[src/rtl/cam_pkg.sv]
// Shared definitions for the camera colour statistics block:
// colour codes, FSM state encodings and RGB332 field positions.
package cam_pkg;

    typedef enum logic [1:0] {
        COL_NONE  = 2'd0,
        COL_RED   = 2'd1,
        COL_GREEN = 2'd2,
        COL_BLUE  = 2'd3
    } color_t;

    typedef enum logic [2:0] {
        ST_IDLE   = 3'd0,
        ST_ACCUM  = 3'd1,
        ST_FLUSH1 = 3'd2,
        ST_FLUSH2 = 3'd3,
        ST_DECIDE = 3'd4
    } state_t;

    // RGB332 field positions
    localparam int unsigned R_MSB = 7;
    localparam int unsigned R_LSB = 5;
    localparam int unsigned G_MSB = 4;
    localparam int unsigned G_LSB = 2;
    localparam int unsigned B_MSB = 1;
    localparam int unsigned B_LSB = 0;

endpackage

[src/rtl/px_classify.sv]
// Single-stage pixel classifier: RGB332 pixel -> red/green/blue/none.
// Ports: pclk, rst (async active-low), px_vld/px_data (accepted pixel),
//        cls_vld/cls (registered class, one cycle later).
module px_classify
    import cam_pkg::*;
#(
    parameter int unsigned MIN_LVL = 3
) (
    input  logic       pclk,
    input  logic       rst,
    input  logic       px_vld,
    input  logic [7:0] px_data,
    output logic       cls_vld,
    output color_t     cls
);

    logic [2:0] r;
    logic [2:0] g;
    logic [2:0] b3;
    color_t     cls_c;

    // Blue widened to 3 bits ({B, B[1]} -> 0,2,5,7); strict compares make any tie "none".
    always_comb begin
        r     = px_data[R_MSB:R_LSB];
        g     = px_data[G_MSB:G_LSB];
        b3    = {px_data[B_MSB:B_LSB], px_data[B_MSB]};
        cls_c = COL_NONE;
        if (r > g && r > b3 && 32'(r) >= MIN_LVL)
            cls_c = COL_RED;
        else if (g > r && g > b3 && 32'(g) >= MIN_LVL)
            cls_c = COL_GREEN;
        else if (b3 > r && b3 > g && 32'(b3) >= MIN_LVL)
            cls_c = COL_BLUE;
    end

    always_ff @(posedge pclk or negedge rst) begin
        if (!rst) begin
            cls_vld <= 1'b0;
            cls     <= COL_NONE;
        end else begin
            cls_vld <= px_vld;
            cls     <= cls_c;
        end
    end

endmodule

[src/rtl/cam_color_stat.sv]
// Per-frame colour analyser on the camera write port.
// Ports: pclk, rst (async active-low), vsync (high = blanking),
//        px_wr/mem_px_data (capture write strobe + RGB332 pixel),
//        res_ack (consumer ack), res_valid/color/px_count/win_count (result),
//        overrun (sticky lost-result flag), busy (ACCUM or FLUSH).
module cam_color_stat
    import cam_pkg::*;
#(
    parameter int unsigned AW      = 15,
    parameter int unsigned MIN_LVL = 3,
    parameter int unsigned FRAC_SH = 2
) (
    input  logic          pclk,
    input  logic          rst,
    input  logic          vsync,
    input  logic          px_wr,
    input  logic [7:0]    mem_px_data,
    input  logic          res_ack,
    output logic          res_valid,
    output logic [1:0]    color,
    output logic [AW:0]   px_count,
    output logic [AW:0]   win_count,
    output logic          overrun,
    output logic          busy
);

    localparam int unsigned CW = AW + 1;

    state_t          state;
    state_t          state_nxt;
    logic            vsync_d;
    logic            px_wr_d;
    logic            armed;
    logic            vs_fall;
    logic            vs_rise;
    logic            accept_en;
    logic            cnt_clr;
    logic            decide;
    logic            accept;
    logic            cls_vld;
    color_t          cls;
    logic [CW-1:0]   px_cnt;
    logic [CW-1:0]   cnt_r;
    logic [CW-1:0]   cnt_g;
    logic [CW-1:0]   cnt_b;
    color_t          max_col;
    logic [CW-1:0]   max_cnt;
    logic [CW-1:0]   thr;
    color_t          dec_col;
    logic [CW-1:0]   dec_win;

    // Edge history; armed requires blanking to be seen after reset so a
    // frame already in progress at reset release is never measured.
    always_ff @(posedge pclk or negedge rst) begin
        if (!rst) begin
            vsync_d <= 1'b1;
            px_wr_d <= 1'b0;
            armed   <= 1'b0;
        end else begin
            vsync_d <= vsync;
            px_wr_d <= px_wr;
            if (vsync)
                armed <= 1'b1;
        end
    end

    assign vs_fall = !vsync && vsync_d && armed;
    assign vs_rise = vsync && !vsync_d;
    assign accept  = accept_en && px_wr && !px_wr_d;

    // FSM state register; busy tracks the state being entered.
    always_ff @(posedge pclk or negedge rst) begin
        if (!rst) begin
            state <= ST_IDLE;
            busy  <= 1'b0;
        end else begin
            state <= state_nxt;
            busy  <= (state_nxt == ST_ACCUM) || (state_nxt == ST_FLUSH1) ||
                     (state_nxt == ST_FLUSH2);
        end
    end

    // FSM next state and controls
    always_comb begin
        state_nxt = state;
        accept_en = 1'b0;
        cnt_clr   = 1'b0;
        decide    = 1'b0;
        case (state)
            ST_IDLE: begin
                cnt_clr = 1'b1;
                if (vs_fall)
                    state_nxt = ST_ACCUM;
            end
            ST_ACCUM: begin
                accept_en = 1'b1;
                if (vs_rise)
                    state_nxt = ST_FLUSH1;
            end
            ST_FLUSH1: state_nxt = ST_FLUSH2;
            ST_FLUSH2: state_nxt = ST_DECIDE;
            ST_DECIDE: begin
                decide    = 1'b1;
                state_nxt = ST_IDLE;
            end
            default: state_nxt = ST_IDLE;
        endcase
    end

    px_classify #(
        .MIN_LVL (MIN_LVL)
    ) u_classify (
        .pclk    (pclk),
        .rst     (rst),
        .px_vld  (accept),
        .px_data (mem_px_data),
        .cls_vld (cls_vld),
        .cls     (cls)
    );

    // Saturating per-frame counters
    always_ff @(posedge pclk or negedge rst) begin
        if (!rst) begin
            px_cnt <= '0;
            cnt_r  <= '0;
            cnt_g  <= '0;
            cnt_b  <= '0;
        end else if (cnt_clr) begin
            px_cnt <= '0;
            cnt_r  <= '0;
            cnt_g  <= '0;
            cnt_b  <= '0;
        end else if (cls_vld) begin
            if (px_cnt != '1)
                px_cnt <= px_cnt + CW'(1);
            if (cls == COL_RED && cnt_r != '1)
                cnt_r <= cnt_r + CW'(1);
            if (cls == COL_GREEN && cnt_g != '1)
                cnt_g <= cnt_g + CW'(1);
            if (cls == COL_BLUE && cnt_b != '1)
                cnt_b <= cnt_b + CW'(1);
        end
    end

    // Unique maximum that also covers the minimum fraction of the frame
    always_comb begin
        max_col = COL_NONE;
        max_cnt = '0;
        if (cnt_r > cnt_g && cnt_r > cnt_b) begin
            max_col = COL_RED;
            max_cnt = cnt_r;
        end else if (cnt_g > cnt_r && cnt_g > cnt_b) begin
            max_col = COL_GREEN;
            max_cnt = cnt_g;
        end else if (cnt_b > cnt_r && cnt_b > cnt_g) begin
            max_col = COL_BLUE;
            max_cnt = cnt_b;
        end
        thr     = px_cnt >> FRAC_SH;
        dec_col = COL_NONE;
        dec_win = '0;
        if (max_col != COL_NONE && max_cnt >= thr && max_cnt != '0) begin
            dec_col = max_col;
            dec_win = max_cnt;
        end
    end

    // Result register and valid/ack handshake; a new result wins over ack.
    always_ff @(posedge pclk or negedge rst) begin
        if (!rst) begin
            res_valid <= 1'b0;
            color     <= 2'd0;
            px_count  <= '0;
            win_count <= '0;
            overrun   <= 1'b0;
        end else if (decide) begin
            color     <= dec_col;
            px_count  <= px_cnt;
            win_count <= dec_win;
            res_valid <= 1'b1;
            if (res_valid && !res_ack)
                overrun <= 1'b1;
        end else if (res_ack) begin
            res_valid <= 1'b0;
        end
    end

endmodule

[config.mk]
export PLATFORM = sky130hd
export DESIGN_NAME = cam_color_stat
export DESIGN_NICKNAME = d
export VERILOG_FILES = /design/src/rtl/cam_pkg.sv /design/src/rtl/px_classify.sv /design/src/rtl/cam_color_stat.sv
export SDC_FILE = /design/constraint.sdc
export NUM_CORES = 1
export LEC_CHECK = 0
export ABC_AREA = 1
export CORE_ASPECT_RATIO = 1.25
export CORE_UTILIZATION = 35
export CTS_CLUSTER_DIAMETER = 120
export DETAILED_ROUTE_END_ITERATION = 8
export GPL_ROUTABILITY_DRIVEN = 0
export SLEW_MARGIN = 10
export SYNTH_ARGS = -nofsm -noshare
export SYNTH_HDL_FRONTEND = slang
export SYNTH_SLANG_ARGS = --single-unit
[constraint.sdc]
create_clock -name pclk -period 3.84 [get_ports pclk]
set_input_delay 0.384 -clock pclk [delete_from_list [all_inputs] [get_ports pclk]]
set_output_delay 0.384 -clock pclk [all_outputs]
set_load 0.01 [all_outputs]
==> flow_summary.rst, run 1 <==
.. list-table::
   :header-rows: 1

   * - Metric
     - Value
   * - Status
     - completed
   * - Leakage power
     - 4.33 nW
   * - Net load switching power
     - 1.60 mW
   * - Inserted Clock Buffers
     - 9
   * - Buffers added on ports
     - 49
   * - DRC violations left
     - 0
   * - Combinational fraction of design power
     - 40.9%
   * - Worst clock skew on the final layout
     - 0.0119 ns
   * - Clock Power Share
     - 25.8%
   * - Layer carrying the most global-route usage
     - met2
   * - Clock period minus final worst setup slack
     - 3.55 ns
   * - Count of synthesis-stage warnings from yosys
     - 0
   * - Slowest cell on the critical path
     - sky130_fd_sc_hd__dfrtp_1
   * - Arrival time at the worst endpoint
     - 3.81 ns
   * - Layout cell share with drive strength beyond 1
     - 9.13%
   * - Root Buffer Master
     - sky130_fd_sc_hd__clkbuf_16
   * - Antenna diode count
     - 0
   * - Count of pins over their slew limit
     - 0
   * - Internal power of the cells
     - 2.29 mW
   * - Area of the die
     - 0.0212 mm2
   * - Final-report hold violation count
     - 0
   * - Number of vias per cell
     - 5.02
   * - Via count of the first global-routing pass
     - 6,468
   * - Total track usage
     - 19.1%
   * - Most frequent standard cell in the layout excluding fill and tap cells
     - sky130_fd_sc_hd__nand2_1
   * - Clock transition at path regs
     - 0.08 ns
   * - Post-Syn Area per Cell
     - 7.46 um2
   * - Synth Net Count
     - 1,055
   * - Per-cell routed wire length
     - 14.5 um
   * - Clock tree from TritonCTS
     - built
   * - Layout Cell Area excl Fill
     - 0.00864 mm2
   * - Kind of end point of the critical path
     - flop
   * - Chip Width
     - 130 um
   * - CTS H-tree lvls
     - 3
   * - Number of standard-cell rows in the floorplan
     - 58
   * - Effective utilization at floorplan
     - 35.8%
   * - Period utilization
     - 92.4%
   * - Worst max-slew margin expressed relative to the limit
     - 46.8%
   * - Total core area
     - 0.0202 mm2
   * - GRT overflow
     - 0
   * - FF+latch count, synth
     - 110
   * - Max Cap Violations
     - 0
   * - Cells taking the most area after synthesis
     - sky130_fd_sc_hd__dfrtp_1 (38%), sky130_fd_sc_hd__ha_1 (13%), sky130_fd_sc_hd__nand2_1 (13%)
   * - DR pass1 iterations
     - 7
   * - Most used cell along the critical path
     - sky130_fd_sc_hd__nand2_1
   * - HPWL reported at the end of detailed placement
     - 14.6 mm
   * - Fraction of post-synthesis cell area in the top cell type by area
     - 37.8%
   * - CP max stage delay
     - 0.48 ns
   * - GRT met3 Usage
     - 1.77%
   * - Number of clock sinks
     - 110
   * - Area growth from synthesis to final layout
     - 19.8%
   * - Proportion of power drawn by flip-flops and latches
     - 33.3%
   * - Cells after synthesis
     - 967
   * - Final Total Pwr
     - 3.89 mW
   * - Number of antenna violations at the first check in global routing
     - 0
   * - Number of nets still failing antenna checks after routing
     - 0
   * - Share of total power consumed by net switching
     - 41.2%
   * - Total number of nets in the final design
     - 1,134
   * - Hold/Removal Path Class
     - in -> async
   * - Ports
     - 50
   * - Max Clk Rate
     - 282 MHz
   * - Most frequent cells in the layout
     - sky130_fd_sc_hd__nand2_1 (245), sky130_fd_sc_hd__inv_1 (148), sky130_fd_sc_hd__dfrtp_1 (107)
   * - Final number of setup-violating endpoints
     - 0
   * - Cell type with the largest total area after synthesis
     - sky130_fd_sc_hd__dfrtp_1
   * - Post-Route Utilization
     - 42.8%
   * - Starting DRT DRC Count
     - 396
   * - Via count
     - 6,635
   * - Maximum net fanout on the critical path
     - 8
   * - Distinct cell type count after synthesis
     - 36
   * - Grt met2 use
     - 34.5%
   * - Class of the most critical setup path
     - reg -> reg
   * - Global-route wire length before repair
     - 31.3 mm
   * - Met1 capacity usage during global routing
     - 22.0%
   * - Worst IR drop on VDD
     - 261 uV
   * - Power per Cell Area
     - 450 mW/mm2
   * - Combined area of all synthesized cells
     - 0.00721 mm2
   * - Pin count of the biggest net entering global routing
     - 61
   * - Crit path required time
     - 4.10 ns
   * - Placement-stage cell area
     - 0.00813 mm2
   * - Crit path launch type
     - flop
   * - Worst-Margin Slew
     - 0.798 ns
   * - Sequential element share of the synthesized area
     - 38.2%
   * - Clock latency of the later-clocked register in the worst-skew pair
     - 0.37 ns
   * - Total detailed-routing wirelength
     - 19.1 mm
   * - Clock Tree Buf Depth
     - 2
   * - Y dimension of the die
     - 163 um
## power groups by stage
stage	registers (mW)	clock network (mW)	logic [mW]
final	1.29	1.00	1.59
after global routing	1.31	1.07	1.77
after CTS	1.30	1.03	1.39
after detailed placement	1.32	0	1.38
after global placement	1.32	0	1.37
after floorplan	1.30	0	0.961
## layout make-up
class	count	area, um2
sequential	110	2760
multi-input combinational	685	3880
fill	2131	11500
clock inverter	6	75.1
clock buffer	10	239
inverter	153	579
tap	270	338
timing repair buffer	87	773
## cells by family after synthesis
group,Yosys count,synth area share [%]
AND/OR/NAND/NOR,459,28.0
buffers and inverters,173,9.33
AO/OA/AOI/OAI,150,11.4
flip-flops,110,38.2
adder cells (fa/ha/maj),75,13.0
## registers in the layout (all words and copies together) (netlist names), 2 cells and up
register,count
cnt_g,16
win_count,16
state,3
u_classify.cls,2
px_cnt,16
color,2
px_count,16
cnt_b,16
cnt_r,16
## worst paths after layout
path | endpoint | slack, ns | cells after the start | startpoint
worst max register to register | win_count[3] | 0.29 | 31 | cnt_b[13]
worst min-delay path | px_count[3] | 0.09 | 1 | rst
worst max-delay path | win_count[3] | 0.29 | 31 | cnt_b[13]
worst min register to register | u_classify.cls_vld | 0.40 | 1 | px_wr_d
max in group asynchronous | u_classify.cls_vld | 2.88 | 2 | rst
min in group pclk | u_classify.cls_vld | 0.40 | 1 | px_wr_d
## what timing repair did
item / 4_1_cts / 5_1_grt
buffers inserted: 0 / 13
endpoints found under the setup margin: 16 / 16
hold buffers: 0 / 0
pin swaps: 0 / 8
resized for setup: 1 / 23
cloned: 0 / 1
## through the flow
step / setup slack (ns) / hold slack (ns) / setup TNS (ns) / instances
CTS: 0.0561 / 0.130 / 0 / 1307
floorplan: 0.573 / 0.0884 / 0 / 967
finish: 0.291 / 0.0868 / 0 / 1321
detailed placement: -0.0389 / 0.394 / -0.512 / 1291
global placement: 0.0792 / 0.384 / 0 / 1291
global route: -0.0220 / 0.155 / -0.103 / 1321
## Yosys cell counts, drive strengths merged
cell type / number
nand2: 254
inv: 152
dfrtp: 109
ha: 75
nor2: 73
a21oi: 67
o21ai: 55
nand3: 52
nor3: 39
nand4: 38
clkbuf: 11
a211oi: 9
buf: 9
a31oi: 5
a21o: 4
o21a: 4
o21bai: 2
o221ai: 2
clkinv: 1
dfstp: 1
nor3b: 1
nor4: 1
o221a: 1
o41ai: 1
or2: 1
## per-layer routing
layer / up-vias / share of wire, %
li1: 3350 / -
met1: 3112 / 41
met2: 127 / 52
met3: 46 / 2.7
met4: 0 / 4.3
met5: - / 0
## worst max-delay path: cells and delay by family (launching register included)
kind,cells,cell delay [ns]
flops,1,0.48
compound gates,3,0.52
fa+ha+maj,2,0.61
simple gates,25,1.80
buf+inv,1,0.05
Power figures use the tool's default switching activity.
==> run 2, diff against run 1 <==
- SKIP_CTS_REPAIR_TIMING: default -> 1
==> run 2 against run 1 <==
Net effect:
- clock-buffer cell count unchanged
- combinational power hardly changed
- worst setup slack gained 0.0024 ns
- non-clock buffer count stayed put
- register-to-register slack about the same
- critical path depth rose by 1
- maximum frequency hardly changed
- sequential share of layout area unchanged
- sequential power about the same
- die area did not move
- critical endpoint unchanged
- largest cell class unchanged
==> flow_summary.rst, run 2 (synthesized netlist as in run 1, its figures left out) <==
.. list-table::
   :header-rows: 1

   * - Metric
     - Value
   * - Status
     - completed
   * - Clock transition at path regs
     - 0.08 ns (about the same)
   * - Clock Power Share
     - 25.8% (about the same)
   * - Total number of nets in the final design
     - 1,134 (unchanged)
   * - Final Hold Slack
     - 0.0911 ns (+0.00430 ns)
   * - Worst clock skew on the final layout
     - 0.0112 ns (-0.000689 ns)
   * - Crit path required time
     - 4.10 ns (about the same)
   * - CP max stage delay
     - 0.37 ns (-0.11 ns)
   * - Worst reg2reg path depth
     - 32 (+3.2%)
   * - Clock latency of the later-clocked register in the worst-skew pair
     - 0.37 ns (about the same)
   * - Final-report hold violation count
     - 0 (unchanged)
   * - Area of the die
     - 0.0212 mm2 (unchanged)
   * - Number of antenna violations at the first check in global routing
     - 0 (unchanged)
   * - Crit path launch type
     - flop
   * - Chip Width
     - 130 um (unchanged)
   * - Most frequent cells in the layout
     - sky130_fd_sc_hd__nand2_1 (245), sky130_fd_sc_hd__inv_1 (148), sky130_fd_sc_hd__dfrtp_1 (107)
   * - Share of total power consumed by net switching
     - 41.2% (about the same)
   * - Leakage power
     - 4.33 nW (unchanged)
   * - Total core area
     - 0.0202 mm2 (unchanged)
   * - DR pass1 iterations
     - 5 (-2)
   * - Count of pins over their slew limit
     - 0 (unchanged)
   * - HPWL reported at the end of detailed placement
     - 14.6 mm (unchanged)
   * - Clock tree from TritonCTS
     - built
   * - Area growth from synthesis to final layout
     - 19.8% (unchanged)
   * - Y dimension of the die
     - 163 um (unchanged)
   * - GRT overflow
     - 0 (unchanged)
   * - Per-cell routed wire length
     - 14.5 um (about the same)
   * - Pin count of the biggest net entering global routing
     - 61 (unchanged)
   * - Post-route setup TNS
     - 0 ns (unchanged)
   * - Number of vias per cell
     - 4.99 (-0.66%)
   * - Starting DRT DRC Count
     - 388 (-2.0%)
   * - Inserted Clock Buffers
     - 9 (unchanged)
   * - Root Buffer Master
     - sky130_fd_sc_hd__clkbuf_16
   * - Layout cell share with drive strength beyond 1
     - 9.13% (unchanged)
   * - Period utilization
     - 92.4% (about the same)
   * - Buffers added on ports
     - 49 (unchanged)
   * - Arrival time at the worst endpoint
     - 3.81 ns (about the same)
   * - Proportion of power drawn by flip-flops and latches
     - 33.3% (about the same)
   * - Clock period minus final worst setup slack
     - 3.55 ns (-0.00238 ns)
   * - Via count of the first global-routing pass
     - 6,467 (-0.015%)
   * - Post-route insts no fill
     - 1,321 (unchanged)
   * - Effective utilization at floorplan
     - 35.8% (unchanged)
   * - Post-Route Utilization
     - 42.8% (unchanged)
   * - Most used cell along the critical path
     - sky130_fd_sc_hd__nand2_1
   * - Reg-to-Reg End
     - win_count[3]
   * - Most frequent standard cell in the layout excluding fill and tap cells
     - sky130_fd_sc_hd__nand2_1
   * - Class of the most critical setup path
     - reg -> reg
   * - Combinational fraction of design power
     - 40.9% (about the same)
   * - Final worst setup slack
     - 0.293 ns (+0.00238 ns)
   * - Worst-Margin Slew
     - 0.796 ns (-0.00193 ns)
   * - Final number of setup-violating endpoints
     - 0 (unchanged)
   * - Number of clock sinks
     - 110 (unchanged)
   * - Kind of end point of the critical path
     - flop
   * - Ports
     - 50 (unchanged)
   * - DRC violations left
     - 0 (unchanged)
   * - Worst max-slew margin expressed relative to the limit
     - 47.0% (+0.13 points)
   * - Number of nets still failing antenna checks after routing
     - 0 (unchanged)
   * - Placed cell count
     - 1,291 (unchanged)
   * - Worst IR drop on VDD
     - 261 uV (+0.22%)
   * - Power per Cell Area
     - 450 mW/mm2 (about the same)
   * - Slowest cell on the critical path
     - sky130_fd_sc_hd__dfrtp_1
   * - Setup slack at placement
     - -0.0389 ns (unchanged)
   * - Total detailed-routing wirelength
     - 19.1 mm (about the same)
   * - Net load switching power
     - 1.60 mW (about the same)
   * - Global-route wire length before repair
     - 31.3 mm (about the same)
   * - Number of standard-cell rows in the floorplan
     - 58 (unchanged)
   * - Max Clk Rate
     - 282 MHz (about the same)
   * - Via count
     - 6,591 (-0.66%)
   * - Max Cap Violations
     - 0 (unchanged)
   * - Maximum net fanout on the critical path
     - 8 (unchanged)
   * - Worst reg2reg path startpoint
     - cnt_r[9]
   * - Hold/Removal Path Class
     - in -> async
   * - Clock Tree Buf Depth
     - 2 (unchanged)
   * - Total track usage
     - 19.1% (about the same)
   * - CTS H-tree lvls
     - 3 (unchanged)
   * - Antenna diode count
     - 0 (unchanged)
   * - Internal power of the cells
     - 2.29 mW (about the same)
   * - Reg2Reg Setup Slack
     - 0.29 ns (about the same)
==> run 2: area by class of cell <==
class	count	area, um2
inverter	153	579
timing repair buffer	87	773
clock inverter	6	75.1
fill	2133	11500
tap	270	338
sequential	110	2760
clock buffer	10	239
multi-input combinational	685	3880
==> run 2: power by group through the flow <==
stage               Combinational, mW  Sequential (mW)  Clock [mW]
detailed placement               1.38             1.32           0
CTS                              1.39             1.30        1.03
global route                     1.77             1.31        1.07
finish                           1.59             1.30        1.01
global placement                 1.37             1.32           0
floorplan                       0.961             1.30           0
==> run 2: critical path, delay by kind of cell (launching register included) <==
family | cells | cell delay (ns)
AO/OA/AOI/OAI | 1 | 0.07
AND/OR/NAND/NOR | 26 | 2.10
buffers and inverters | 3 | 0.34
flip-flops | 1 | 0.37
adder cells (fa/ha/maj) | 2 | 0.56
==> run 2: worst max-delay path by stage <==
stage                   start  depth (start not counted)  slack [ns]      endpoint
floorplan           cnt_r[13]                         36        0.57      color[0]
detailed placement  cnt_g[11]                         31       -0.04  win_count[5]
finish               cnt_r[9]                         32        0.29  win_count[3]
global placement    cnt_g[11]                         31        0.08      color[1]
CTS                 cnt_g[11]                         31       -0.06  win_count[2]
global route        cnt_r[11]                         31      -0.008  win_count[2]
==> run 2: per-layer routing <==
metal | up-vias | track usage [%] | part of all wire (%)
li1 | 3347 | - | -
met1 | 3079 | 22.0 | 41
met2 | 121 | 34.5 | 52
met3 | 44 | 1.77 | 2.7
met4 | 0 | 10.5 | 4.3
met5 | - | 0 | 0
==> run 2: through the flow <==
stage	power (mW)	instance area, um2
floorplan	2.27	7210
global placement	2.69	8130
detailed placement	2.70	8130
CTS	3.71	8440
global route	4.15	8640
finish	3.89	8640
